--- config.mk ---
export PLATFORM = sky130hd
export DESIGN_NAME = uart_tx_fifo
export DESIGN_NICKNAME = d
export VERILOG_FILES = /design/src/rtl/uart_tx_fifo.sv
export SDC_FILE = /design/constraint.sdc
export NUM_CORES = 1
export LEC_CHECK = 0
export BUFFER_PORTS_ARGS = -buffer_cell sky130_fd_sc_hd__buf_2
export CELL_PAD_IN_SITES_DETAIL_PLACEMENT = 2
export CELL_PAD_IN_SITES_GLOBAL_PLACEMENT = 2
export CORE_MARGIN = 5
export CORE_UTILIZATION = 35
export DETAILED_ROUTE_END_ITERATION = 10
export PLACE_DENSITY = 0.71
export SYNTH_ARGS = -nofsm -noshare
export SYNTH_HDL_FRONTEND = slang
export SYNTH_SLANG_ARGS = --single-unit
--- constraint.sdc ---
create_clock -name clk -period 3.1 [get_ports clk]
set_clock_uncertainty 0.15 [all_clocks]
set_input_delay 0.31 -clock clk [delete_from_list [all_inputs] [get_ports clk]]
set_output_delay 0.31 -clock clk [all_outputs]
set_load 0.01 [all_outputs]
--- src/rtl/uart_tx_fifo.sv ---
// uart_tx_fifo: first-word-fall-through elastic buffer feeding uart_tx, DEPTH x DATA_WIDTH.
// Latency: a word pushed at edge N is on o_vld/o_data after edge N; no empty-FIFO bypass.
// Backpressure: o_rdy is registered from stored occupancy; a same-cycle pop never frees a full FIFO.
// Optional: define UART_TX_FIFO_FLUSH_EN to add i_flush (synchronous clear overriding push/pop).
module uart_tx_fifo #(
  parameter int DATA_WIDTH   = 8,
  parameter int DEPTH        = 16,
  parameter int AFULL_THRESH = 12
) (
  input  logic                    clk,
  input  logic                    rst,
  input  logic                    i_vld,
  input  logic [DATA_WIDTH-1:0]   i_data,
  output logic                    o_rdy,
  output logic                    o_vld,
  output logic [DATA_WIDTH-1:0]   o_data,
  input  logic                    i_rdy,
`ifdef UART_TX_FIFO_FLUSH_EN
  input  logic                    i_flush,
`endif
  output logic [$clog2(DEPTH):0]  o_count,
  output logic                    o_empty,
  output logic                    o_afull
);

  localparam int AW = $clog2(DEPTH);
  localparam logic [AW:0] ONE     = (AW+1)'(1);
  localparam logic [AW:0] AFULL_C = (AW+1)'(AFULL_THRESH);

  logic [DATA_WIDTH-1:0] mem_q [DEPTH];
  logic [AW:0] wr_ptr_q, wr_ptr_d;
  logic [AW:0] rd_ptr_q, rd_ptr_d;
  logic [AW:0] count_q, count_d;
  logic        rdy_q, rdy_d;
  logic        push, pop, flush;

`ifdef UART_TX_FIFO_FLUSH_EN
  assign flush = i_flush;
`else
  assign flush = 1'b0;
`endif

  // Handshakes are qualified by registered state only, so o_rdy never depends on i_rdy.
  assign push = i_vld && rdy_q;
  assign pop  = (count_q != '0) && i_rdy;

  // Next pointers, occupancy and ready; flush wins over any transfer in the same cycle.
  always_comb begin
    wr_ptr_d = wr_ptr_q;
    rd_ptr_d = rd_ptr_q;
    count_d  = count_q;
    if (flush) begin
      wr_ptr_d = '0;
      rd_ptr_d = '0;
      count_d  = '0;
    end else begin
      if (push) wr_ptr_d = wr_ptr_q + ONE;
      if (pop)  rd_ptr_d = rd_ptr_q + ONE;
      case ({push, pop})
        2'b10:   count_d = count_q + ONE;
        2'b01:   count_d = count_q - ONE;
        default: count_d = count_q;
      endcase
    end
    // Full when address bits match but the wrap bits differ.
    rdy_d = !((wr_ptr_d[AW-1:0] == rd_ptr_d[AW-1:0]) && (wr_ptr_d[AW] != rd_ptr_d[AW]));
  end

  // Control state; reset discards stored words and holds o_rdy low.
  always_ff @(posedge clk or negedge rst) begin
    if (!rst) begin
      wr_ptr_q <= '0;
      rd_ptr_q <= '0;
      count_q  <= '0;
      rdy_q    <= 1'b0;
    end else begin
      wr_ptr_q <= wr_ptr_d;
      rd_ptr_q <= rd_ptr_d;
      count_q  <= count_d;
      rdy_q    <= rdy_d;
    end
  end

  // Storage array is not reset; a flushed push is not written.
  always_ff @(posedge clk) begin
    if (push && !flush) mem_q[wr_ptr_q[AW-1:0]] <= i_data;
  end

  assign o_rdy   = rdy_q;
  assign o_vld   = (count_q != '0);
  assign o_data  = mem_q[rd_ptr_q[AW-1:0]];
  assign o_count = count_q;
  assign o_empty = (count_q == '0);
  assign o_afull = (count_q >= AFULL_C);

endmodule

-- Yosys cells after proc, flatten, opt, wreduce, memory -nomap -nowiden
Memories as Yosys holds them, arrays and structs flattened.
Index checks and enable logic that the tools add are counted.
- RAM bits: 128
- register bits: 16
- memories kept: 1
- ROM bits: 0
- bits of input ports: 12
- latch bits: 0
- output and inout port bits: 17
- memory list (name ; depth ; bits a word ; read ports ; clocked after Yosys merged registers in ; wr ports ; RTL line ; source):
    mem_q ; 16 ; 8 ; 1 ; 0 ; 1 ; 30 ; logic [DATA_WIDTH-1:0] mem_q [DEPTH];
- $add $sub $neg: 4
- shifts and indexed selects: 0
- multiplexer cells: 5
- magnitude comparators: 1
- reductions and logical operators: 7
- divide/modulo/power cells: 0
- bitwise gates (word level): 0
- multiply operators: 0
- eq/ne operators: 4
- operator list (operator ; count):
    $add A5 B1 Y5 const B ; 3
    $mux W5 ; 2
    $pmux W5 S2 ; 1
    $ge A5 B4 Y1 const B ; 1
    $logic_not A5 Y1 ; 1
    $reduce_bool A5 Y1 ; 1
    $sub A5 B1 Y5 const B ; 1
    $eq A4 B4 Y1 ; 1
    $logic_and A1 B1 Y1 ; 3
    $eq A2 B1 Y1 const B ; 1
    $eq A2 B2 Y1 const B ; 1
    $mux W1 ; 2
    $reduce_bool A2 Y1 ; 1
    $logic_not A1 Y1 ; 1
    $ne A1 B1 Y1 ; 1

-- Depth between registers and ports, before layout
Gate-level depths: netlist (run 1).
- word-level depth: 6
- gate-level depth with buffers: 13

-- Worst setup path before layout (run 1)
Ideal clock, no wire load.
- path kind: register to register
- start: reg count_q[1], in the netlist o_count[1]
- end: reg count_q[4], in the netlist o_count[4]
- setup slack: 0.267 ns
- buffers on the path: 1
- arrival: 2.604 ns
- stages on the path, launching flop included: 13
- required time: 2.871 ns
- library setup time: 0.079 ns
- clock period less this slack: 2.833 ns
- path through: dfrtp_1 -> or4_4 -> o21ai_4 -> inv_4 -> ha_1 -> clkbuf_1 -> xor2_1 -> ha_1 -> inv_1 -> o21ai_0 -> a21o_1 -> a21oi_1 -> xor2_1
- word-level cells in the longest chain between the ends: 4
- ends and longest elaborated chain (element ; RTL line ; source):
    start, declared ; 33 ; logic [AW:0] count_q, count_d;
    start signal, assigned ; 79 ; count_q <= count_d;
    parallel branches: the longest is 4 deep, another holds $sub A5 B1 Y5 ; - ;
Several ways; the timed one is not identified.
A chain may end at the register's enable or synchronous reset.

-- Worst setup path in the final report (run 1)
Same ends and word-level chain as after synthesis.

==> run summary, run 1 <==
Die H = 140.5 um
share of the synthesized area in the top cell type = 64.44%
routing usage on met1 = 18.82%
Synth Area in XOR/XNOR = 2.895%
initial antenna violation count = 1
outcome = finished, final reports clean
routing usage on met3 = 4.090%
Critical Path AT = 3.11 ns
Post-DRT Antenna Nets = 0
final WL = 13.78 mm
Starting DRT DRC Count = 185
main flop type after synthesis = edfxtp_1
Syn Nets = 344
vias in the first global route = 3497
post-synthesis mux area share = 13.78%
total gr overflow = 0
row count = 47
clk buf depth = 2
first-pass GRT wire length = 21.58 mm
Power Total = 6.792 mW
Hold Vio Cnt, Final = 0
detailed-router iteration count before antenna repair = 4
worst hold path type = in2reg
met2 Track Usage GR = 25.10%
Placeable Area = 16640 um^2
setup TNS = 0 ns
fin crit share = 94.08%
post-synthesis instance total = 324
relative slew slack = 40.60%
Via density = 5.141
Mapped Area = 5964 um^2
worst hold margin = 0.09755 ns
min Tclk post-route = 2.916 ns
vias after detailed routing = 3105
worst vdd ir = 0.4300 mV
Power per Cell Area = 966.6 nW/um^2
sequential area share after synthesis = 71.16%
Post-Synth Simple-Gate Area = 4.783%
worst-path fanout max = 9
die width = 140.5 um
number of diodes = 0
adder-cell share of the synthesized area = 1.678%
RSZ-0062 raised after global routing = no
Critical Path Source Type = flip-flop
Setup Buffers After CTS = 0
Worst Path Required = 3.30 ns
Clock Sinks = 144
CTS tree = yes
Most Crowded Layer GR = met2
Post-synth ARST share = 11.11%
cell taking the most area after synthesis = edfxtp_1
die area = 19750 um^2
drt drc = 0
top-level port count = 29
fraction of layout cells with a size suffix above 1 = 30.47%
All-Layer GR Usage = 14.90%
syn_area_per_cell = 18.41 um^2
top-count cell post-synth = edfxtp_1
Syn. warnings = 0
Final Net Count = 391
Worst-Skew Late Latency = 0.42 ns
H-Tree Depth = 4
Compound-Gate Fraction of Synth Area = 3.881%
leakage power = 2.430 nW
# setup viols final = 0
Initial Util = 35.84%
Synth Register Bits = 144
largest net degree at the start of global routing = 38
Synth top cells by count = edfxtp_1 (128), mux4_2 (32), dfrtp_1 (16), nor2_1 (16)
Post-synth EDFFs = 128
clk slew on worst S/H paths = 0.06 ns
CTS Buf Count = 17
crit end category = flip-flop
crit path kind = reg2reg
Area Growth Syn to Fin = 17.81%
post-DR wirelength/cell = 22.81 um
synth top area cells = edfxtp_1 (64%), mux4_2 (12%), dfrtp_1 (6.7%)
fin. max-slew vios = 0
Final GP Congestion = 0.7200
max-cap violations = 0
largest family of logic cells by synthesized area = multiplexers
Yosys cell types = 38
FMAX = 0.3429 GHz
Slew @ Worst Pin = 0.8877 ns
I/O Buffers = 28
Clock Tree Root = clkbuf_16
Post-DP HPWL = 9.246 mm
[power breakdown]
part | internal (mW) | leakage [nW] | switching, mW
Sequential | 2.40 | 1.34 | 0.256
Clock | 1.11 | 0.270 | 0.830
Combinational | 1.03 | 0.818 | 1.16
[metrics by stage]
step	setup slack [ns]	instance area, um^2	util, %	cells
floorplan	0.2665	5964	-	324
global placement	0.2471	6454	38.78	571
detailed placement	0.09373	6454	38.78	571
CTS	0.07171	7024	42.21	604
global route	0.01995	7027	42.22	604
finish	0.1836	7027	42.22	604
[worst paths after layout]
path / cells after the start / slack [ns] / endpoint / from
hold reg to reg: 1 / 0.33 / wr_ptr_q[4] / wr_ptr_q[4]
setup / recovery: 11 / 0.18 / o_count[4] / o_count[1]
setup reg to reg: 11 / 0.18 / o_count[4] / o_count[1]
hold / removal: 3 / 0.1 / rd_ptr_q[0] / i_rdy
min in group asynchronous: 2 / 0.18 / o_count[4] / rst
max in group asynchronous: 2 / 2.33 / rd_ptr_q[0] / rst
[critical path: stages (launching register included)]
cell and delay [ns]:
dfrtp_1 0.46, or4_4 0.58, o21ai_4 0.23, inv_4 0.08
ha_2 0.26, xor2_1 0.15, ha_1 0.25, a21o_1 0.15
nand2_1 0.05, a21o_1 0.18, a21oi_1 0.15, xor2_1 0.16
[cell usage in the layout (no fill, tap or decap), drive strengths merged, types with 8 or more instances in the layout]
cell type / instances
a211oi: 8
a21oi: 10
buf: 45
clkbuf: 17
dfrtp: 16
edfxtp: 128
ha: 8
inv: 12
mux2i: 9
mux4: 32
nand2: 11
nor2: 16
nor2b: 9
xnor2: 11
[logic make-up (layout without fill, tap and decap cells)]
kind of cell               count (synthesis)  in the layout
and+or+nand+nor                           54             54
adders and majority gates                  8              8
AOI/OAI and AO/OA                         33             33
buffers and inverters                     25             85
muxes                                     42             42
xor gates and xnor gates                  18             18
DFF                                      144            144
[per-layer routing]
layer | part of all wire (%) | wire length (um)
met1 | 43 | 5869
met2 | 53 | 7257
met3 | 3.3 | 461
met4 | 1.2 | 172
met5 | 0.094 | 13
[flip-flops by register name, indices dropped and copies added (netlist names)]
name      flops
mem_q       128
o_count       5
rd_ptr_q      5
wr_ptr_q      5
o_rdy         1
[area by class of cell]
class	count	area [um^2]
Clock inverter	15	135.1
Inverter	7	28.78
Fill cell	1580	9615
Timing Repair Buffer	46	302.8
Tap cell	220	275.3
Clock buffer	17	425.4
Sequential cell	144	4245
Multi-Input combinational cell	155	1614
[what timing repair did]
action	CTS	global route
setup endpoints to repair	0	1
hold buffers	1	0
endpoints found under the hold margin	16	0
resized for setup	0	1
No activity file was read; power rests on OpenSTA's default activity.
==> inputs of run 2 (changes only) <==
PLACE_DENSITY = 0.72   (was 0.71)
==> run 2 against run 1 <==
Routed wire length grew 2.3%. Non-clock buffer count grew 6. Register-to-register slack is essentially flat. Final area grew 0.71%.
==> run summary, run 2 (same netlist as run 1, synthesis figures left out) <==
max-cap violations = 0 (unchanged)
Worst-Skew Late Latency = 0.42 ns (about the same)
detailed-router iteration count before antenna repair = 4 (unchanged)
slowest CP cell = dfrtp_1 (was or4_4)
fraction of layout cells with a size suffix above 1 = 30.77% (was 30.47%)
All-Layer GR Usage = 15.53% (was 14.90%)
min Tclk post-route = 2.936 ns (was 2.916 ns)
CTS Buf Count = 17 (unchanged)
total gr overflow = 0 (unchanged)
H-Tree Depth = 4 (unchanged)
relative slew slack = 38.07% (was 40.60%)
Critical Path AT = 2.48 ns (was 3.11 ns)
Hold Vio Cnt, Final = 0 (unchanged)
Post-DP HPWL = 9.431 mm (was 9.246 mm)
crit end category = output pin (was flip-flop)
Starting DRT DRC Count = 160 (was 185)
Power per Cell Area = 964.3 nW/um^2 (was 966.6 nW/um^2)
Power Total = 6.824 mW (was 6.792 mW)
Min-Delay Startpoint = i_vld (was i_rdy)
Critical R2R Launch = o_count[1] (unchanged)
outcome = finished, final reports clean (unchanged)
CTS tree = yes (unchanged)
die area = 19750 um^2 (unchanged)
most frequent cells in the layout = edfxtp_1 (128), mux4_2 (32), buf_2 (28) (unchanged)
Post-DRT Antenna Nets = 0 (unchanged)
fin. max-slew vios = 0 (unchanged)
max reg flops = 128 (unchanged)
number of diodes = 0 (unchanged)
# setup viols final = 0 (unchanged)
setup TNS = 0 ns (unchanged)
final WL = 14.09 mm (was 13.78 mm)
Area Growth Syn to Fin = 18.65% (was 17.81%)
fin crit share = 94.71% (was 94.08%)
worst vdd ir = 0.3806 mV (was 0.4300 mV)
largest net degree at the start of global routing = 33 (was 38)
die width = 140.5 um (unchanged)
Placeable Area = 16640 um^2 (unchanged)
Slew @ Worst Pin = 0.9255 ns (was 0.8877 ns)
worst hold path type = in2reg (unchanged)
Final GP Congestion = 0.7443 (was 0.7200)
crit path cell chain = buf_4, mux4_2, a211oi_1, a21oi_1, buf_2 (was or4_4, o21ai_4, inv_4, ha_2, xor2_1, ha_1, a21o_1, nand2_1, a21o_1, a21oi_1, xor2_1)
clk buf depth = 2 (unchanged)
initial antenna violation count = 0 (was 1)
CP max stage delay = 0.85 ns (was 0.58 ns)
RSZ-0062 raised after global routing = no (unchanged)
row count = 47 (unchanged)
Clock Sinks = 144 (unchanged)
crit path launch = rd_ptr_q[2] (was o_count[1])
worst-path fanout max = 15 (was 9)
Worst Path Required = 2.64 ns (was 3.30 ns)
vias in the first global route = 3610 (was 3497)
crit path kind = reg2out (was reg2reg)
vias after detailed routing = 3098 (was 3105)
Initial Util = 35.84% (unchanged)
Via density = 5.079 (was 5.141)
Clock Tree Root = clkbuf_16 (unchanged)
clk slew on worst S/H paths = 0.06 ns (about the same)
Die H = 140.5 um (unchanged)
post-DR wirelength/cell = 23.10 um (was 22.81 um)
I/O Buffers = 28 (unchanged)
drt drc = 0 (unchanged)
FMAX = 0.3406 GHz (was 0.3429 GHz)
most common cell after layout, fill and taps aside = edfxtp_1 (unchanged)
top-level port count = 29 (unchanged)
leakage power = 2.452 nW (was 2.430 nW)
first-pass GRT wire length = 22.57 mm (was 21.58 mm)
Critical Path Source Type = flip-flop (unchanged)
Final Net Count = 397 (was 391)
FILL cells = 1577 (was 1580)
run 2: changes by cell type in the layout (fill, tap and decap cells not counted), moves of 2 or more:
cell      delta
inv_6        -4
dfrtp_2      +2
clkinv_4     -2
clkbuf_1     +7
clkbuf_8     +3
dfrtp_1      -2
buf_4        +5
run 2: power breakdown:
group	switching [mW]	total (mW)	internal [mW]
registers	0.305	2.71	2.40
clock network	0.750	1.92	1.17
logic	1.12	2.20	1.08
run 2: per-layer routing:
| metal | share of wire [%] | track usage, % | up-vias |
|---|---|---|---|
| met2 | 54 | 26.86 | 57 |
| met3 | 4.0 | 4.772 | 12 |
| met5 | 0 | 0 | - |
| li1 | - | - | 1379 |
| met1 | 41 | 18.85 | 1650 |
| met4 | 1.1 | 4.284 | 0 |
run 2: layout make-up:
type / instances / area, um^2 / area share [%]
well taps: 220 / 275.3 / 3.890
inverters: 7 / 28.78 / 0.4066
multi-input cells: 155 / 1617 / 22.84
repair buffers: 52 / 360.3 / 5.092
flip-flops and latches: 144 / 4248 / 60.02
clock buffers: 27 / 493.0 / 6.966
clock inverters: 5 / 55.05 / 0.7779
run 2: critical path: cells and delay by family (launching register included):
kind | cells | cell delay, ns
buffers and inverters | 2 | 0.45
flip-flops | 1 | 0.85
AO/OA/AOI/OAI | 2 | 0.45
multiplexers | 1 | 0.30
run 2: through the flow:
step                      area [um^2]  std cells  utilization [%]  hold slack (ns)  setup slack (ns)
after global routing             7077        610            42.52           0.1220           0.03962
after floorplan                  5964        324                -          -0.1356            0.2665
after global placement           6504        576            39.08           0.1013            0.2358
after detailed placement         6504        576            39.08           0.1118           0.03092
final                            7077        610            42.52           0.1255            0.1639
after CTS                        7064        609            42.45          0.05686           0.07320
run 2: path summary, 6_finish.rpt:
check | endpoint | cells after the start | slack (ns)
min in group asynchronous | o_rdy | 2 | 0.18
hold / removal | wr_ptr_q[1] | 3 | 0.13
setup / recovery | o_data[2] | 5 | 0.16
max in group asynchronous | rd_ptr_q[0] | 2 | 2.32
setup reg to reg | o_count[4] | 11 | 0.19
hold reg to reg | wr_ptr_q[4] | 1 | 0.33
run 2: timing repair:
action | CTS | global route
setup buffers | 0 | 1
pin swaps | 0 | 1
hold endpoints to repair | 16 | 0
resized for setup | 1 | 3
hold buffers | 1 | 0
endpoints found under the setup margin | 1 | 1
==> inputs of run 3 (changes only) <==
clock period = 2.71 ns   (was 3.1 ns; I/O delays follow)
==> run 3 against run 2 <==
Total power up 23%. Via count is 1.3% higher. Largest power group unchanged. Global-route usage grew 0.25 points.
==> run summary, run 3 (same netlist as run 1, synthesis figures left out) <==
max reg flops = 128 (unchanged)
H-Tree Depth = 4 (unchanged)
Initial Util = 35.84% (unchanged)
top-level port count = 29 (unchanged)
fraction of layout cells with a size suffix above 1 = 34.83% (was 30.77%)
die area = 19750 um^2 (unchanged)
Slew @ Worst Pin = 0.4360 ns (was 0.9255 ns)
FMAX = 0.3745 GHz
vias after detailed routing = 3137 (was 3098)
most common cell after layout, fill and taps aside = edfxtp_1 (unchanged)
worst vdd ir = 0.5110 mV (was 0.3806 mV)
total gr overflow = 0 (unchanged)
CTS tree = yes (unchanged)
Final GP Congestion = 0.6901 (was 0.7443)
crit path kind = reg2reg (was reg2out)
Clock Sinks = 144 (unchanged)
# setup viols final = 0 (unchanged)
design area = 7283 um^2 (was 7077 um^2)
Worst-Skew Late Latency = 0.42 ns (about the same)
vias in the first global route = 3619 (was 3610)
Area Growth Syn to Fin = 22.11% (was 18.65%)
Hold Vio Cnt, Final = 0 (unchanged)
Final Net Count = 410 (was 397)
row count = 47 (unchanged)
FF-to-FF setup slack = 0.04 ns (was 0.19 ns)
crit end category = flip-flop (was output pin)
relative slew slack = 70.93% (was 38.07%)
Post-DRT Antenna Nets = 0 (unchanged)
clk buf depth = 2 (unchanged)
Worst Path Required = 2.89 ns (was 2.64 ns)
CTS Buf Count = 17 (unchanged)
most frequent cells in the layout = edfxtp_1 (128), buf_4 (34), mux4_2 (32) (was edfxtp_1 (128), mux4_2 (32), buf_2 (28))
number of diodes = 0 (unchanged)
Placed Area = 6551 um^2 (was 6504 um^2)
fin crit share = 98.54%
Clock Tree Root = clkbuf_16 (unchanged)
final WL = 14.79 mm (was 14.09 mm)
I/O Buffers = 28 (unchanged)
die width = 140.5 um (unchanged)
Critical Path Source Type = flip-flop (unchanged)
Post-DP HPWL = 9.515 mm (was 9.431 mm)
outcome = finished, final reports clean (unchanged)
slowest CP cell = or4_4 (was dfrtp_1)
post-DR wirelength/cell = 23.77 um (was 23.10 um)
clk slew on worst S/H paths = 0.06 ns (about the same)
CP max stage delay = 0.58 ns (was 0.85 ns)
leakage power = 2.567 nW (was 2.452 nW)
FILL cells = 1535 (was 1577)
Starting DRT DRC Count = 209 (was 160)
Power per Cell Area = 1150 nW/um^2 (was 964.3 nW/um^2)
Via density = 5.043 (was 5.079)
fin. max-slew vios = 0 (unchanged)
max-cap violations = 0 (unchanged)
Place WS = 0.02295 ns (was 0.03092 ns)
initial antenna violation count = 0 (unchanged)
worst-path fanout max = 4 (was 15)
drt drc = 0 (unchanged)
Die H = 140.5 um (unchanged)
All-Layer GR Usage = 15.78% (was 15.53%)
detailed-router iteration count before antenna repair = 4 (unchanged)
largest net degree at the start of global routing = 30 (was 33)
first-pass GRT wire length = 22.82 mm (was 22.57 mm)
RSZ-0062 raised after global routing = yes (was no)
min Tclk post-route = 2.670 ns
Critical Path AT = 2.85 ns (was 2.48 ns)
Final Worst Setup Slack = 0.03960 ns (was 0.1639 ns)
Placeable Area = 16640 um^2 (unchanged)
crit path cell chain = or4_4, o21ai_4, inv_4, ha_4, xor2_1, ha_2, a21o_1, nand2_1, a21o_1, a21oi_2, xor2_1 (was buf_4, mux4_2, a211oi_1, a21oi_1, buf_2)
worst hold path type = in2reg (unchanged)
-- run 3: cell count changes in the layout (fill, tap and decap cells not counted), sizes merged --
cell,change
buf,+13
bufinv,+4
clkbuf,-9
clkinv,+1
clkinvlp,-1
inv,+4
-- run 3: repair_timing --
| action | CTS | global route |
|---|---|---|
| endpoints found under the hold margin | 16 | 0 |
| endpoints found under the setup margin | 4 | 3 |
| gates cloned | 0 | 0 |
| buffers inserted | 0 | 7 |
| pin swaps | 2 | 8 |
| hold buffers | 1 | 0 |
| gates resized for setup | 3 | 3 |
-- run 3: power by group --
group          leakage [nW]  switching (mW)  internal (mW)  total, mW
sequential             1.34           0.187           2.75       2.93
clock                 0.308           0.926           1.63       2.56
combinational         0.917            1.55           1.33       2.88
total                  2.57            2.66           5.72       8.37
-- run 3: cell type report --
type	instances	area (um^2)	area share (%)
sequential	144	4247	58.31
multi-input combinational	155	1650	22.66
timing repair buffer	65	445.4	6.116
clock buffer	18	429.2	5.892
tap	220	275.3	3.779
clock inverter	13	207.7	2.852
inverter	7	28.78	0.3951
-- run 3: path summary, 6_finish.rpt --
kind,startpoint,end,cells past startpoint
max,o_count[4],o_count[4],11
min,i_rdy,rd_ptr_q[2],3
max reg2reg,o_count[4],o_count[4],11
min reg2reg,rd_ptr_q[4],rd_ptr_q[4],1
max in group asynchronous,rst,o_count[1],2
min in group asynchronous,rst,rd_ptr_q[1],2
-- run 3: metrics by stage --
stage	util, %	TNS, ns	hold slack, ns	total power, mW	instances
after floorplan	-	-0.07647	-0.1746	4.774	324
after global placement	39.37	0	0.06508	5.652	583
after detailed placement	39.37	0	0.07662	5.784	583
after CTS	43.34	0	0.08233	8.418	615
after global routing	43.76	-0.07583	0.09921	8.823	622
final	43.76	0	0.09845	8.375	622
-- run 3: worst max-delay path, delay by kind of cell, from the launching register on --
kind / cells / cell delay (ns)
compound gates: 4 / 0.68
xor+xnor: 2 / 0.31
fa+ha+maj: 2 / 0.39
buf+inv: 1 / 0.05
flops: 1 / 0.37
simple gates: 2 / 0.63
-- run 3: per-layer routing --
layer / share of wire [%] / routed length [um] / up-vias / GRT usage (%)
li1: - / - / 1404 / -
met1: 42 / 6192 / 1665 / 19.41
met2: 53 / 7892 / 47 / 27.12
met3: 2.7 / 398 / 21 / 3.033
met4: 2.1 / 304 / 0 / 6.833
met5: 0 / 0 / - / 0
